### config.mk
export PLATFORM = sky130hd
export DESIGN_NAME = sysid_access_arbiter
export DESIGN_NICKNAME = d
export VERILOG_FILES = /design/src/rtl/sysid_access_arbiter.sv
export SDC_FILE = /design/constraint.sdc
export NUM_CORES = 1
export LEC_CHECK = 0
export CAP_MARGIN = 30
export CELL_PAD_IN_SITES_DETAIL_PLACEMENT = 2
export CELL_PAD_IN_SITES_GLOBAL_PLACEMENT = 2
export CORE_MARGIN = 2
export CORE_UTILIZATION = 40
export CTS_BUF_LIST = sky130_fd_sc_hd__clkbuf_4
export DETAILED_ROUTE_END_ITERATION = 10
export DONT_BUFFER_PORTS = 1
export GPL_ROUTABILITY_DRIVEN = 0
export MAX_ROUTING_LAYER = met4
export PLACE_DENSITY = 0.86
export SKIP_LAST_GASP = 1
export SLEW_MARGIN = 10
export SYNTH_ARGS = -nofsm -noshare
export SYNTH_HDL_FRONTEND = slang
export SYNTH_SLANG_ARGS = --single-unit
### constraint.sdc
create_clock -name clock -period 2.47 [get_ports clock]
set_clock_uncertainty 0.15 [all_clocks]
set_input_delay 0.247 -clock clock [delete_from_list [all_inputs] [get_ports clock]]
set_output_delay 0.247 -clock clock [all_outputs]
set_load 0.1 [all_outputs]
### src/rtl/sysid_access_arbiter.sv
// Two-master Avalon-MM read arbiter in front of a shared combinational system-ID slave.
// Round-robin on ties, 3-cycle read turnaround, sticky ID-mismatch flag, saturating counters.
module sysid_access_arbiter #(
  parameter logic [31:0] EXPECTED_ID = 32'h6685E85E,
  parameter int unsigned CNT_W       = 16
) (
  input  logic             clock,
  input  logic             reset_n,
  input  logic             m0_read,
  input  logic             m1_read,
  input  logic             m0_address,
  input  logic             m1_address,
  output logic             m0_waitrequest,
  output logic             m1_waitrequest,
  output logic             m0_readdatavalid,
  output logic             m1_readdatavalid,
  output logic [31:0]      m0_readdata,
  output logic [31:0]      m1_readdata,
  output logic             s_address,
  input  logic [31:0]      s_readdata,
  output logic             id_mismatch,
  output logic [CNT_W-1:0] m0_count,
  output logic [CNT_W-1:0] m1_count
);

  localparam logic [1:0] IDLE  = 2'd0;
  localparam logic [1:0] FETCH = 2'd1;
  localparam logic [1:0] RESP  = 2'd2;

  logic [1:0]       state_q, state_d;
  logic             last_grant_q, last_grant_d;
  logic             win_q, win_d;
  logic             addr_q, addr_d;
  logic [31:0]      data_q, data_d;
  logic             mismatch_q, mismatch_d;
  logic [CNT_W-1:0] cnt0_q, cnt0_d;
  logic [CNT_W-1:0] cnt1_q, cnt1_d;

  logic req_any;
  logic pick_m1;
  logic in_idle;

  // Master 1 wins when it is the only requester, or on a tie when master 0 was granted last.
  assign req_any = m0_read | m1_read;
  assign pick_m1 = m1_read & (~m0_read | ~last_grant_q);
  assign in_idle = (state_q == IDLE);

  always_comb begin
    state_d      = state_q;
    last_grant_d = last_grant_q;
    win_d        = win_q;
    addr_d       = addr_q;
    data_d       = data_q;
    mismatch_d   = mismatch_q;
    cnt0_d       = cnt0_q;
    cnt1_d       = cnt1_q;
    case (state_q)
      IDLE: begin
        if (req_any) begin
          win_d        = pick_m1;
          last_grant_d = pick_m1;
          addr_d       = pick_m1 ? m1_address : m0_address;
          state_d      = FETCH;
          if (pick_m1) begin
            if (cnt1_q != '1) cnt1_d = cnt1_q + CNT_W'(1);
          end else begin
            if (cnt0_q != '1) cnt0_d = cnt0_q + CNT_W'(1);
          end
        end
      end
      FETCH: begin
        data_d = s_readdata;
        if (!addr_q && (s_readdata != EXPECTED_ID)) mismatch_d = 1'b1;
        state_d = RESP;
      end
      RESP:    state_d = IDLE;
      default: state_d = IDLE;
    endcase
  end

  always_ff @(posedge clock or negedge reset_n) begin
    if (!reset_n) begin
      state_q      <= IDLE;
      last_grant_q <= 1'b1;
      win_q        <= 1'b0;
      addr_q       <= 1'b0;
      data_q       <= 32'h0;
      mismatch_q   <= 1'b0;
      cnt0_q       <= '0;
      cnt1_q       <= '0;
    end else begin
      state_q      <= state_d;
      last_grant_q <= last_grant_d;
      win_q        <= win_d;
      addr_q       <= addr_d;
      data_q       <= data_d;
      mismatch_q   <= mismatch_d;
      cnt0_q       <= cnt0_d;
      cnt1_q       <= cnt1_d;
    end
  end

  // Stall everyone while in reset or busy; in IDLE only the loser of a live request stalls.
  assign m0_waitrequest   = ~reset_n | ~in_idle | (req_any & pick_m1);
  assign m1_waitrequest   = ~reset_n | ~in_idle | (req_any & ~pick_m1);
  assign m0_readdatavalid = (state_q == RESP) & ~win_q;
  assign m1_readdatavalid = (state_q == RESP) & win_q;
  assign m0_readdata      = data_q;
  assign m1_readdata      = data_q;
  assign s_address        = addr_q;
  assign id_mismatch      = mismatch_q;
  assign m0_count         = cnt0_q;
  assign m1_count         = cnt1_q;

endmodule

* Word level (Yosys, flattened, before mapping) *
Cells that the tools add are included.

word-level totals
  register bits after elaboration = 70
  bits in latches = 0
  memory bits (writable) = 0
  ROM bits = 0
  bits of input ports = 38
  output and inout bits = 102
  word-level logic and storage cells = 42
  memories kept = 0

cells by class
  add/subtract/negate cells = 2
  multipliers = 0
  divide/modulo/power cells = 0
  order comparisons = 0
  equal/unequal tests = 6
  shifts and indexed selects = 0
  mux-type cells = 3
  bitwise operators = 16
  reductions and logical operators = 7

operators with widths
  operator                                             count
  adder 16 x 1 -> 16 bit, second input constant        2
  != test 16 bit, second input constant                2
  != test 32 x 31 -> 1 bit, second input constant      1
  AND reduction 4 bit                                  2
  NOT 1 bit                                            6
  AND 1 bit                                            5
  OR 1 bit                                             5
  one-hot mux 2 bit (2 select lines)                   1
  AND reduction 2 bit                                  2
  equality test 2 x 1 -> 1 bit, second input constant  1
  equality test 2 bit, second input constant           1
  zero test 2 bit                                      1
  2-to-1 mux 2 bit                                     1
  != test 2 bit, second input constant                 1
  logical AND 1 bit                                    1
  zero test 1 bit                                      1
  2-to-1 mux 1 bit                                     1

* Longest topological paths before layout *
  word-level depth = 6
  gate-level depth with buffers = 6

* Worst setup path after synthesis *
OpenSTA, ideal clock, no wires.

  path kind = reg-to-output
  start point = register state_q[0]
  end point = output port m0_readdatavalid
  data arrival time = 2.644 ns
  data required time = 2.073 ns
  setup slack = -0.571 ns
  cell stages (with the launch flop) = 2
  path buffers = 0
  cells stage by stage = dfrtp_1 > nor3b_1

on the way
  longest elaborated chain between the ends = 2

RTL lines
  item                    RTL line  RTL
  start, declared         30        logic [1:0] state_q, state_d;
  start signal, assigned  92        state_q <= state_d;
  equality test 2 bit     106       assign m0_readdatavalid = (state_q == RESP) & ~win_q;
  AND 1 bit               106
  end, declared           15        output logic m0_readdatavalid,

No other way between the ends.

* Final worst setup path *
  start point = register cnt1_q[4] (netlist: m1_count[4])
  end point = register cnt1_q[14] (netlist: m1_count[14])

on the way
  longest elaborated chain between the ends = 2

RTL lines
  item                                                            RTL line  RTL
  start, declared                                                 37        logic [CNT_W-1:0] cnt1_q, cnt1_d;
  start signal, assigned                                          99        cnt1_q <= cnt1_d;
  branches (longest 2 deep; another with adder 16 x 1 -> 16 bit)  n/a

Parallel ways; which one is timed is not known.
A chain may end at the register's enable or synchronous reset.

==> metrics.md <==
| Metric | Value |
|---|---|
| Largest net degree at the start of global routing | 71 |
| Setup Crit Path Kind | reg2reg |
| Clk sinks | 70 |
| Max Cap Viol | 0 |
| Root Buffer | clkbuf_4 |
| Cell Area, Synth | about 0.0033 mm2 |
| Fin crit share | between 80% and 90% |
| Global-route wire length before repair | approximately 16 mm |
| DP Cell Count | around 420 |
| Fin cells | 469 |
| Post-route ant nets | 0 |
| Via count | 2457 |
| DP HPWL | roughly 6.7 mm |
| Crit path capture | m1_count[14]$_DFFE_PN0P_ |
| Post-Synth Simple-Gate Area | around 17% |
| #FFs+latches synth | 70 |
| Reg2Reg Setup Slack | 0.35 ns |
| GR Overflow Total | 0 |
| Crit end category | register |
| WP data arrival | between 2 and 2.5 ns |
| Number of synthesized flops with an enable pin | 0 |
| Chip Height | 95.5 um |
| IO Port Bufs | 0 |
| IO Pins | between 100 and 150 |
| Initial antenna violation count | 0 |
| Hold Crit Class | in2reg |
| Reg2Reg Depth | 5 |
| Max-slew violations | 0 |
| Worst r2r src | m1_count[4]$_DFFE_PN0P_ |
| RSZ-0062 raised after global routing | no |
| Post-layout min period | about 2.1 ns |
| Status | completed |
| Fraction of layout cells with a size suffix above 1 | 49.7% |
| Postcts setup bufs | 0 |
| Startpoint Class | register |
| Syn Area/Cell | ~12 um2 |
| Register area share after synthesis | around 52% |
| Latest clock arrival within the worst-skew pair | approximately 0.40 ns |
| DR WL met2 | approximately 5.5 mm |
| Gr usage total | roughly a quarter |
| Detail Route met3 WL | approximately 600 um |
| Routed met1 length | 4.15 mm |
| YS warnings | 0 |
| # H-tree levels | 3 |
| HP Start | m0_read |
| Post-Syn Nets | around 320 |
| Layout Nets | between 300 and 400 |
| CP Launch Point | m1_count[4]$_DFFE_PN0P_ |
| DR vias/cell | around 5.2 |
| DR pass1 iterations | 4 |
| Core Box Area | just over 0.008 mm2 |
| Routed WL per cell | about 22 um |
| Worst Max-Slew Pin Slew | ~0.80 ns |
| Std cell rows | 33 |
| Synth Area in Compound Gates | 3.07% |
| Initial Util | about two fifths |
| CTS tree | built |
| Clock-pin transition on the worst setup and hold timing paths | roughly 0.12 ns |
| Rel. slew slack | 46.3% |
| Share of synthesized registers carrying an async set or reset | 100% |
| DRC Markers | 0 |
| Synth Area in XOR/XNOR | between 6 and 7% |
| Die ar. | between 0.009 and 0.01 mm2 |
| Synth Area in Adders | less than 1% |
| R2R Path End | m1_count[14]$_DFFE_PN0P_ |
| Cts bufs inserted | 9 |
| # diodes | 0 |
| Worst-case clock buffer depth | 2 |
| Core Util, Final | a little over half |
| Most used DFF post-synth | dfrtp_1 |
| Layout area overhead | 33.9% |
| Mux cell area share after synthesis | 11.9% |
| Resize count post-CTS | 0 |
| Post-Route Setup TNS | 0 ns |
| DR iter-0 viols | 52 |
| Synthesized instance count | roughly 280 |
| Combinational family with the most area after synthesis | simple AND/OR/NAND/NOR gates |
| Die X | ~95 um |
| Top Metal Used | met4 |
| Final wirelength | ~10 mm |
| Max Freq | 471 MHz |
| Crit-path max FO | 3 |
| Final Hold Fails | 0 |
| Vias in the first global route | around 2900 |
| Hold-fix buffers at CTS | 37 |
| Req. time, crit path | between 2 and 3 ns |
| Cell variety after synth | 47 |
| Final count of negative-setup-slack endpoints | 0 |
[per-stage QoR]
stage / cell area (um2) / hold WS, ns / setup WS [ns]
floorplan: 3370 / -0.199 / 0.0467
global placement: 3970 / -0.196 / 0.517
detailed placement: 3970 / -0.196 / 0.408
CTS: 4480 / 0.00718 / 0.331
global route: 4480 / 0.0425 / 0.213
finish: 4480 / 0.00644 / 0.348
[cells by family after synthesis]
family,after synthesis
multiplexers,35
AO/OA/AOI/OAI,14
AND/OR/NAND/NOR,87
buffers and inverters,41
flip-flops,70
adder cells (fa/ha/maj),2
XOR/XNOR,26
[cell usage after synthesis (2+ instances only)]
cell      count  share of area (%)
dfrtp_1      69                 52
inv_1         5               0.56
nand3_1      15                2.2
a31oi_1       3               0.56
xor2_1       14                3.7
nor4bb_1      3               0.90
nor4_1        4               0.75
mux2_2       33                 11
nand2b_1      2               0.37
and3_1        2               0.37
nor3_1        6               0.90
o21ai_0       4               0.60
o31ai_1       2               0.45
nand4_1       7                1.3
nand2_1      15                1.7
buf_2         3               0.45
buf_4        32                7.2
nand3_2       2               0.60
xnor2_1      12                3.1
nor4b_1       2               0.52
ha_1          2               0.75
or4_4         2               0.67
nor2_1       11                1.2
nor3b_1       2               0.45
[routing by layer]
metal	vias to the layer above	GRT usage (%)
met1	1237	28.2
met5	-	-
met2	99	44.3
met4	0	6.67
li1	1107	-
met3	14	4.74
[state kept, by name, summed over array words and instances (netlist names)]
name,count
m0_readdata,32
s_address,1
id_mismatch,1
m1_count,16
win_q,1
last_grant_q,1
m0_count,16
state_q,2
[critical path: stages, from the launching register on]
cell,delay (ns)
dfrtp_2,0.39
and3_2,0.25
nand3_4,0.12
nor4_1,0.68
nand3_1,0.22
xnor2_1,0.17
[layout by cell type, fill, tap and decap left out, types with 2 or more instances in the layout]
cell / synthesis / final
a31oi_1: 3 / 3
and3_1: 2 / 2
buf_12: 0 / 11
buf_4: 32 / 61
clkbuf_4: 0 / 10
clkinv_1: 0 / 2
clkinv_2: 0 / 3
dfrtp_1: 69 / 23
dfrtp_2: 0 / 46
dlygate4sd3_1: 0 / 36
ha_1: 2 / 2
inv_1: 5 / 5
mux2_2: 33 / 33
nand2_1: 15 / 15
nand2b_1: 2 / 2
nand3_1: 15 / 15
nand3_2: 2 / 2
nand4_1: 7 / 7
nor2_1: 11 / 11
nor3_1: 6 / 6
nor4_1: 4 / 4
nor4b_1: 2 / 2
nor4bb_1: 3 / 3
o21ai_0: 4 / 4
o31ai_1: 2 / 2
or4_4: 2 / 2
xnor2_1: 12 / 12
xor2_1: 14 / 14
[worst min-delay path by stage]
stage,end,slack [ns],depth (start not counted)
floorplan,id_mismatch$_DFFE_PN0P_,-0.20,0
global placement,m0_readdata[29]$_DFFE_PN0P_,-0.20,0
detailed placement,m0_readdata[29]$_DFFE_PN0P_,-0.20,0
CTS,state_q[0]$_DFFE_PN0P_,0.007,2
global route,state_q[0]$_DFFE_PN0P_,0.04,2
finish,state_q[0]$_DFFE_PN0P_,0.006,2
[layout make-up]
type / count / area (um2)
inverter: 5 / 18.8
clock inverter: 6 / 52.6
tap: 105 / 131
multi-input combinational: 164 / 1330
timing repair buffer: 109 / 1070
sequential: 70 / 1810
clock buffer: 10 / 75.1
fill: 764 / 3690
Power is left out: the tool's default activity adds up to more than one toggle a clock period on the data nets, which glitch-free logic cannot reach.
